$ cat src/rtl/dynvc_buffer_ctrl.sv
// Write admission, per-VC occupancy and read arbitration for one dynamic-VC bank.
// Optional build macro DYNVC_OVERFLOW_CHECK_EN: sticky error_overflow on refused flits.
module dynvc_buffer_ctrl #(
  parameter int num_vcs         = 10,
  parameter int buffer_depth    = 32,
  parameter int reserved_per_vc = 1
) (
  input  logic               clk,
  input  logic               reset,
  input  logic               in_valid,
  input  logic [num_vcs-1:0] in_vc,
  output logic               in_accept,
  output logic               write_enable,
  output logic [num_vcs-1:0] vc_written_into,
  input  logic [num_vcs-1:0] rd_req,
  output logic               read_enable,
  output logic [num_vcs-1:0] vc_read_from,
  output logic [num_vcs-1:0] rd_grant,
  input  logic               bank_full,
  output logic               credit_valid,
  output logic [num_vcs-1:0] credit_vc,
  output logic [num_vcs-1:0] vc_empty,
  output logic               error_overflow
);

  localparam int cnt_width = $clog2(buffer_depth + 1);
  localparam int RRW       = (num_vcs > 1) ? $clog2(num_vcs) : 1;
  localparam int SHARED    = buffer_depth - num_vcs * reserved_per_vc;

  localparam logic [cnt_width-1:0] RES_C  = cnt_width'(reserved_per_vc);
  localparam logic [cnt_width-1:0] SHR_C  = cnt_width'(SHARED);
  localparam logic [cnt_width-1:0] DEP_C  = cnt_width'(buffer_depth);
  localparam logic [RRW:0]         NV_C   = (RRW + 1)'(num_vcs);
  localparam logic [RRW-1:0]       LAST_C = RRW'(num_vcs - 1);

  logic [cnt_width-1:0] cnt_q [num_vcs];
  logic [cnt_width-1:0] cnt_d [num_vcs];
  logic [cnt_width-1:0] shared_used_q;
  logic [cnt_width-1:0] shared_used_d;
  logic [cnt_width-1:0] wr_cnt;

  logic [RRW-1:0] rr_q;
  logic [RRW-1:0] rr_d;
  logic [RRW-1:0] gnt_idx;
  logic [RRW:0]   scan;

  logic [num_vcs-1:0] empty;
  logic [num_vcs-1:0] eligible;
  logic [num_vcs-1:0] gnt;
  logic [num_vcs-1:0] wr_v;
  logic               found;
  logic               sh_inc;
  logic               sh_dec;

  logic               credit_valid_q;
  logic [num_vcs-1:0] credit_vc_q;

  // A malformed in_vc must never be admitted, even if its OR'd count looks free.
  always_comb begin
    wr_cnt = '0;
    for (int v = 0; v < num_vcs; v++) begin
      if (in_vc[v]) wr_cnt = wr_cnt | cnt_q[v];
    end
    in_accept = in_valid & $onehot(in_vc) & ~bank_full &
                ((wr_cnt < RES_C) | (shared_used_q < SHR_C));
  end

  assign write_enable    = in_accept;
  assign vc_written_into = in_vc;
  assign wr_v            = in_vc & {num_vcs{in_accept}};

  always_comb begin
    empty = '0;
    for (int v = 0; v < num_vcs; v++) begin
      empty[v] = (cnt_q[v] == '0);
    end
  end

  assign vc_empty = empty;
  assign eligible = rd_req & ~empty;

  always_comb begin
    gnt     = '0;
    gnt_idx = '0;
    found   = 1'b0;
    scan    = '0;
    for (int i = 0; i < num_vcs; i++) begin
      scan = {1'b0, rr_q} + (RRW + 1)'(i);
      if (scan >= NV_C) scan = scan - NV_C;
      if (!found && eligible[scan[RRW-1:0]]) begin
        found              = 1'b1;
        gnt[scan[RRW-1:0]] = 1'b1;
        gnt_idx            = scan[RRW-1:0];
      end
    end
  end

  assign read_enable  = found;
  assign vc_read_from = gnt;
  assign rd_grant     = gnt;

  always_comb begin
    rr_d = rr_q;
    if (found) rr_d = (gnt_idx == LAST_C) ? '0 : gnt_idx + 1'b1;
  end

  // At most one VC is written and one read per cycle, so shared_used moves by -1..+1.
  always_comb begin
    sh_inc = 1'b0;
    sh_dec = 1'b0;
    for (int v = 0; v < num_vcs; v++) begin
      cnt_d[v] = cnt_q[v];
      if (wr_v[v] && !gnt[v]) begin
        cnt_d[v] = cnt_q[v] + 1'b1;
        if (cnt_q[v] >= RES_C) sh_inc = 1'b1;
      end else if (gnt[v] && !wr_v[v]) begin
        cnt_d[v] = cnt_q[v] - 1'b1;
        if (cnt_q[v] > RES_C) sh_dec = 1'b1;
      end
    end
    shared_used_d = shared_used_q + cnt_width'(sh_inc) - cnt_width'(sh_dec);
  end

  always_ff @(posedge clk or negedge reset) begin
    if (!reset) begin
      for (int v = 0; v < num_vcs; v++) cnt_q[v] <= '0;
      shared_used_q  <= '0;
      rr_q           <= '0;
      credit_valid_q <= 1'b0;
      credit_vc_q    <= '0;
    end else begin
      for (int v = 0; v < num_vcs; v++) cnt_q[v] <= cnt_d[v];
      shared_used_q  <= shared_used_d;
      rr_q           <= rr_d;
      credit_valid_q <= found;
      credit_vc_q    <= gnt;
    end
  end

  assign credit_valid = credit_valid_q;
  assign credit_vc    = credit_vc_q;

`ifdef DYNVC_OVERFLOW_CHECK_EN
  logic err_q;

  always_ff @(posedge clk or negedge reset) begin
    if (!reset) begin
      err_q <= 1'b0;
    end else if (in_valid && !in_accept) begin
      err_q <= 1'b1;
    end
  end

  assign error_overflow = err_q;
`else
  assign error_overflow = 1'b0;
`endif

  for (genvar g = 0; g < num_vcs; g++) begin : g_chk
    a_cnt_max: assert property (
      @(posedge clk) disable iff (!reset) cnt_q[g] <= DEP_C);
    a_no_underflow: assert property (
      @(posedge clk) disable iff (!reset) !(gnt[g] && cnt_q[g] == '0));
  end

  a_shared_max: assert property (
    @(posedge clk) disable iff (!reset) shared_used_q <= SHR_C);

endmodule

$ cat config.mk
export PLATFORM = sky130hd
export DESIGN_NAME = dynvc_buffer_ctrl
export DESIGN_NICKNAME = d
export VERILOG_FILES = /design/src/rtl/dynvc_buffer_ctrl.sv
export SDC_FILE = /design/constraint.sdc
export NUM_CORES = 1
export LEC_CHECK = 0
export CORE_ASPECT_RATIO = 1.1
export CORE_MARGIN = 10
export CORE_UTILIZATION = 33
export DETAILED_ROUTE_END_ITERATION = 10
export SETUP_SLACK_MARGIN = 0.1
export SLEW_MARGIN = 20
export SYNTH_ARGS = -nofsm -noshare
export SYNTH_HDL_FRONTEND = slang
export SYNTH_SLANG_ARGS = --single-unit
$ cat constraint.sdc
create_clock -name clk -period 8.8 [get_ports clk]
set_input_delay 2.2 -clock clk [delete_from_list [all_inputs] [get_ports clk]]
set_output_delay 2.2 -clock clk [all_outputs]
set_load 0.03 [all_outputs]
---- Yosys cells after proc, flatten, opt, wreduce, memory -nomap -nowiden ----
Cells that the tools add are included.
operators by class
  add/subtract/negate cells ............... 51
  multipliers ............................. 0
  divide/modulo/power cells ............... 0
  $lt $le $gt $ge ......................... 52
  equal/unequal tests ..................... 2
  shifts and indexed selects .............. 0
  muxes and demuxes ....................... 161
  bitwise operators ....................... 26
  reductions and logical operators ........ 88
operator list
  cell                 count
  $mux 6               30
  $mux 10              10
  $or 10x10->10        9
  $mux 4               21
  $mux 1               80
  $add 6x1->6 const B  10
  $ge 6x1->1 const B   10
  $gt 6x1->1 const B   10
  $logic_not 6->1      10
  $sub 6x1->6 const B  10
  $or 6x6->6           9
  $lt 4x5->1 const B   10
  $ge 5x4->1 const B   9
  $bmux 1 s4           10
  $demux 1 s4          10
  $ge 4x1->1 const B   10
  $sub 4x4->4 const B  10
  $logic_and 1x1->1    39
  $logic_not 1->1      29
  $add 4x3->5 const B  4
  $and 10x10->10       2
  $reduce_bool 2->1    10
  $add 1x1->2          5
  $add 4x2->5 const B  2
  17 further kinds     21
word-level totals
  register bits ........................... 81
  latch bits .............................. 0
  bits in writable memories ............... 0
  memory bits (read-only) ................. 0
  logic and storage cells ................. 394
  memories ................................ 0

---- Logic depth before layout (Yosys ltp) ----
  depth in word-level cells ............... 64
  depth in mapped cells ................... 36
  gate-level depth less buffers ........... 31

---- Worst setup path before layout ----
Ideal clock, no wire load.
  kind .................................... input to output
  start point ............................. input port in_vc[0]
  end point ............................... output port write_enable
  arrival ................................. 6,027 ps
  slack ................................... 573 ps
  stages .................................. 12
  cell sequence ........................... fa_1 fa_1 inv_1 fa_1 inv_1 ha_1 inv_1 fa_1 a2111oi_0 a21oi_1 nor3_1 buf_4
between the ends
  longest elaborated chain between the ends .. 22
  elaborated cells between the ends (all ways) .. 29
ends and longest elaborated chain
  item              RTL line  source
  start, declared   11        input logic [num_vcs-1:0] in_vc,
  $mux 6            62        if (in_vc[v]) wr_cnt = wr_cnt | cnt_q[v];
  $or 6x6->6        62
  $mux 6            62
  $or 6x6->6        62
  $mux 6            62
  $or 6x6->6        62
  $mux 6            62
  $or 6x6->6        62
  [... 6 more ...]  n/a
  $mux 6            62
  $or 6x6->6        62
  $mux 6            62
  $or 6x6->6        62
  $mux 6            62
  $lt 6x1->1        65        ((wr_cnt < RES_C) | (shared_used_q < SHR_C));
  $or 1x1->1        65
  $and 1x1->1 (*)   64        in_accept = in_valid & $onehot(in_vc) & ~bank_full &
  end, declared     13        output logic write_enable,
Every way passes the cells marked *; elsewhere a longest branch is shown, timed or not.

---- Worst setup path in the final report ----
  start point ............................. input port rd_req[9]
  end point ............................... output port vc_read_from[8]
between the ends
  longest elaborated chain between the ends .. 31
  elaborated cells between the ends (all ways) .. 67
ends and longest elaborated chain
  item                          RTL line  source
  start, declared               15        input logic [num_vcs-1:0] rd_req,
  $and 10x10->10 (*)            80        assign eligible = rd_req & ~empty;
  $bmux 1 s4                    90        if (!found && eligible[scan[RRW-1:0]]) begin
  $mux 1 (not written as such)  90
  $mux 1                        90
  $logic_not 1->1               90
  $logic_and 1x1->1             90
  $mux 1                        90
  $logic_not 1->1               90
  [... 15 more ...]             n/a
  $logic_and 1x1->1             90
  $mux 1                        90
  $logic_not 1->1               90
  $logic_and 1x1->1             90
  $mux 1                        90
  $logic_not 1->1               90
  $logic_and 1x1->1             90
  $mux 10 (*)                   90
  end, declared                 17        output logic [num_vcs-1:0] vc_read_from,
Every way passes the cells marked *; elsewhere a longest branch is shown, timed or not. The select of a mux whose other input is x is not followed.

==> summary by stage <==
Yosys
During synthesis, Yosys emitted a total of 0 warnings. After synthesis, flip-flops and latches occupy ~22% of the total area. The number of nets produced by synthesis is approximately 1,200. The share of synthesized registers carrying an async set or reset is 100%.

Sorting the synthesized cells by how often they occur yields inv_1, ha_1, dfrtp_1, nand2_1, o21ai_0. The post-synthesis cell type count is roughly 110. For this run, the leading register cell type out of synthesis is dfrtp_1. The area share of the largest cell type after synthesis is 22.3%.

The cell type with the highest aggregate area in the netlist is dfrtp_1. The register bit count reported by yosys is 81. The synthesized design contains 0 enable-type register cells. The library cell with the highest instance count after synthesis is inv_1. Ranked by total cell area, the synthesized netlist is headed by dfrtp_1, ha_1, xor2_1. The mean area per synthesized cell is ~8.5 µm². Synthesis produced a netlist whose cell count is around 1,100. The summed instance area of the synthesized netlist is 9090 µm².

STA
Adding up every negative setup slack in the final design gives 0 ns. The final max-slew violation count is 0. The slew at the pin closest to its max-slew limit is roughly 0.86 ns. The clock period minus final worst setup slack is about 8.5 ns.

On the final layout, the worst clock skew is ~0.006 ns. The period utilization is a little over nine tenths. Setup violations remaining at the end of the flow were counted as 0. The worst slew margin relative to its limit is 42.6%. The maximum frequency from static timing analysis is roughly 120 MHz. Setup repair after global routing left no endpoint under its margin. The final number of hold-violating endpoints is 0.

Floorplanning
The total area inside the core boundary comes to between 20,000 and 30,000 µm². The floorplan has 63 rows. Pin placement for this block handled around 80 I/O pins.

The area of the die is 34,600 µm². The die is between 150 and 200 µm wide. The effective utilization at floorplan is between 30% and 40%. From bottom edge to top edge, the die measures roughly 190 µm.

Setup path
The data arrival time of the worst path is roughly 6.3 ns. The type of the setup path with the least slack is input pin to primary output. At the worst endpoint, the required time is between 6 and 7 ns. The setup slack of the most critical reg-to-reg path is about 1.7 ns. The capturing element type of the critical path is a primary output. The largest driver fanout on the critical path is 12. STA classifies the critical path startpoint as an input pin. The number of cell instances on the worst register-to-register path is 31. The launch instance of the worst register-to-register path is rr_q[0]$_DFFE_PN0P_. The endpoint of the worst register-to-register path is shared_used_q[4]$_DFF_PN0_.

The most critical setup path has its startpoint at rd_req[9].

Clock network
TritonCTS built the clock tree. In this run the deepest clock path goes through 2 buffers. The number of hold buffers added after cts is 0.

For the worst-skew pair, the clock arrives at the later sink with an insertion delay of roughly 0.35 ns. The number of H-tree levels is 3. Clock tree synthesis inserted a total of 9 buffers. The clock-pin slew on the worst setup and hold paths is approximately 0.060 ns. Post-CTS repair changed the size of 0 cells. The clock net in this run drives a total of roughly 80 sinks.

The root buffer selected by CTS is clkbuf_16.

Route
Using the TritonRoute via totals, the vias-per-cell ratio works out to ~5.5. The routed length per placed instance is 18.7 µm. The number of iterations in the first detailed-routing pass is 6. The detailed-route via count is between 8,000 and 9,000. Summed over all layers, the routed wires come to 28,000 µm. The number of nets still failing antenna checks after routing is 0.

In the routed design, unresolved DRC markers number 0. In this run, the number of DRC markers left after iteration 0 of detailed routing was approximately 750.

Global route
The initial antenna violation count was 0. The via count of the first global-routing pass is slightly below 8,000. The maximum number of pins on one net before global-route repair is 63.

The first global-routing pass estimated 43,500 µm of wire. After global routing the overflow that remains totals 0. In the global route stage, overall resource usage came out at between 10% and 20%.

Hold path
Along the worst hold path, the cell count comes to 1. The start point of the worst hold path is shared_used_q[0]$_DFF_PN0_. The end point of the worst hold path is shared_used_q[0]$_DFF_PN0_. The class of the most critical hold timing path is flop to flop.

Run
The total of max-cap violations is 0.

Final layout
The total inserted antenna cells is 0. The synthesis-to-layout area growth is 16.8%. At the end of the flow, the number of nets in the layout was roughly 1,300. Cells with a size suffix above 1 make up between 10% and 20% of the layout.

The post-route core utilization is approximately two fifths.

Status
The flow ran to the end, and the final reports show no timing, DRC or antenna violations.

Placement
The congestion estimate from routability-driven global placement came to between 0.9 and 1. The count of buffers added on input and output ports is just under 80. Detailed placement finished with a half-perimeter wire length of roughly 22,000 µm.
==> metrics by stage <==
stage / hold WS [ns] / cell area (µm²) / instances / setup WS, ns
global route: 0.487 / 10600 / 1500 / 0.106
CTS: 0.485 / 10600 / 1498 / 0.156
detailed placement: 0.471 / 10300 / 1482 / 0.108
floorplan: 0.456 / 9090 / 1064 / 0.573
global placement: 0.464 / 10300 / 1482 / 0.143
finish: 0.480 / 10600 / 1500 / 0.276
==> repair_timing <==
| action | CTS | global route |
|---|---|---|
| buffers inserted | 0 | 2 |
| pin swaps | 1 | 1 |
| setup endpoints to repair | 3 | 18 |
==> critical path, stage by stage <==
cell and delay, ns:
clkdlybuf4s50_1 0.43, nand2_1 0.09, a21oi_1 0.06, a31oi_2 0.44, nor4b_1 0.17, o32ai_4 0.47, nand4_4 0.23, nor3_4 0.26
buf_12 0.16, nand3b_2 0.16, or3_1 0.38, o211ai_1 0.18, mux2i_1 0.18, nand2_1 0.20, clkdlybuf4s50_1 0.71
==> cell type report <==
class	instances	area, µm²
Multi-Input combinational cell	837	6380
Timing Repair Buffer	120	1090
Clock buffer	14	274
Fill cell	2746	16400
Inverter	89	334
Tap cell	357	447
Clock inverter	2	60.1
Sequential cell	81	2030
==> state kept, by name (all words and copies together) (netlist names) <==
name / count
credit_vc: 10
rr_q: 4
shared_used_q: 6
cnt_q: 60
credit_valid: 1
==> kinds of logic after synthesis <==
family                   Yosys count  synth area share (%)
XOR/XNOR                          79                  8.15
AO/OA/AOI/OAI                    278                  21.4
adder cells (fa/ha/maj)           90                  13.1
flip-flops                        81                  22.3
AND/OR/NAND/NOR                  347                  22.5
buffers and inverters            146                  7.52
other                              1                0.0413
multiplexers                      42                  5.07
==> cell usage in the layout, fill, tap and decap left out, types with 5 or more instances in the layout <==
master / n
and3_1: 16
xnor2_1: 33
inv_1: 83
clkbuf_16: 9
mux2i_1: 30
mux2_2: 8
a21o_1: 12
buf_4: 47
nor2_1: 48
nand4_1: 28
o211ai_1: 7
a31oi_1: 10
a21oi_1: 65
nor2b_1: 11
or4_1: 8
nand3_1: 19
xor2_1: 41
dfrtp_1: 80
nand2_1: 77
nor4_1: 8
nor3_1: 31
or4b_2: 10
a211oi_1: 7
ha_1: 82
o21ai_0: 66
nand2b_1: 14
nor4_2: 5
and2_1: 15
nand3b_1: 17
a21boi_0: 5
o31ai_1: 14
fa_1: 8
clkdlybuf4s50_1: 72
o22ai_1: 8
a21boi_1: 7
o221ai_1: 5
==> metal layers <==
| metal | wire [µm] | vias up | share of wire, % | track usage, % |
|---|---|---|---|---|
| met4 | 1220 | 0 | 4.4 | 7.48 |
| met5 | 0 | - | 0 | 0 |
| met1 | 12300 | 3952 | 44 | 19.7 |
| met2 | 13200 | 234 | 47 | 26.1 |
| met3 | 1290 | 58 | 4.6 | 2.38 |
| li1 | - | 4002 | - | - |
==> worst max path at each step <==
| stage | endpoint | slack, ns |
|---|---|---|
| after floorplan | write_enable | 0.57 |
| after global placement | rd_grant[8] | 0.14 |
| after detailed placement | vc_read_from[8] | 0.11 |
| after CTS | rd_grant[4] | 0.16 |
| after global routing | in_accept | 0.11 |
| final | vc_read_from[8] | 0.28 |
Power is not shown: default switching activity piles up to over one toggle a cycle in this logic, so the estimate is an artifact.
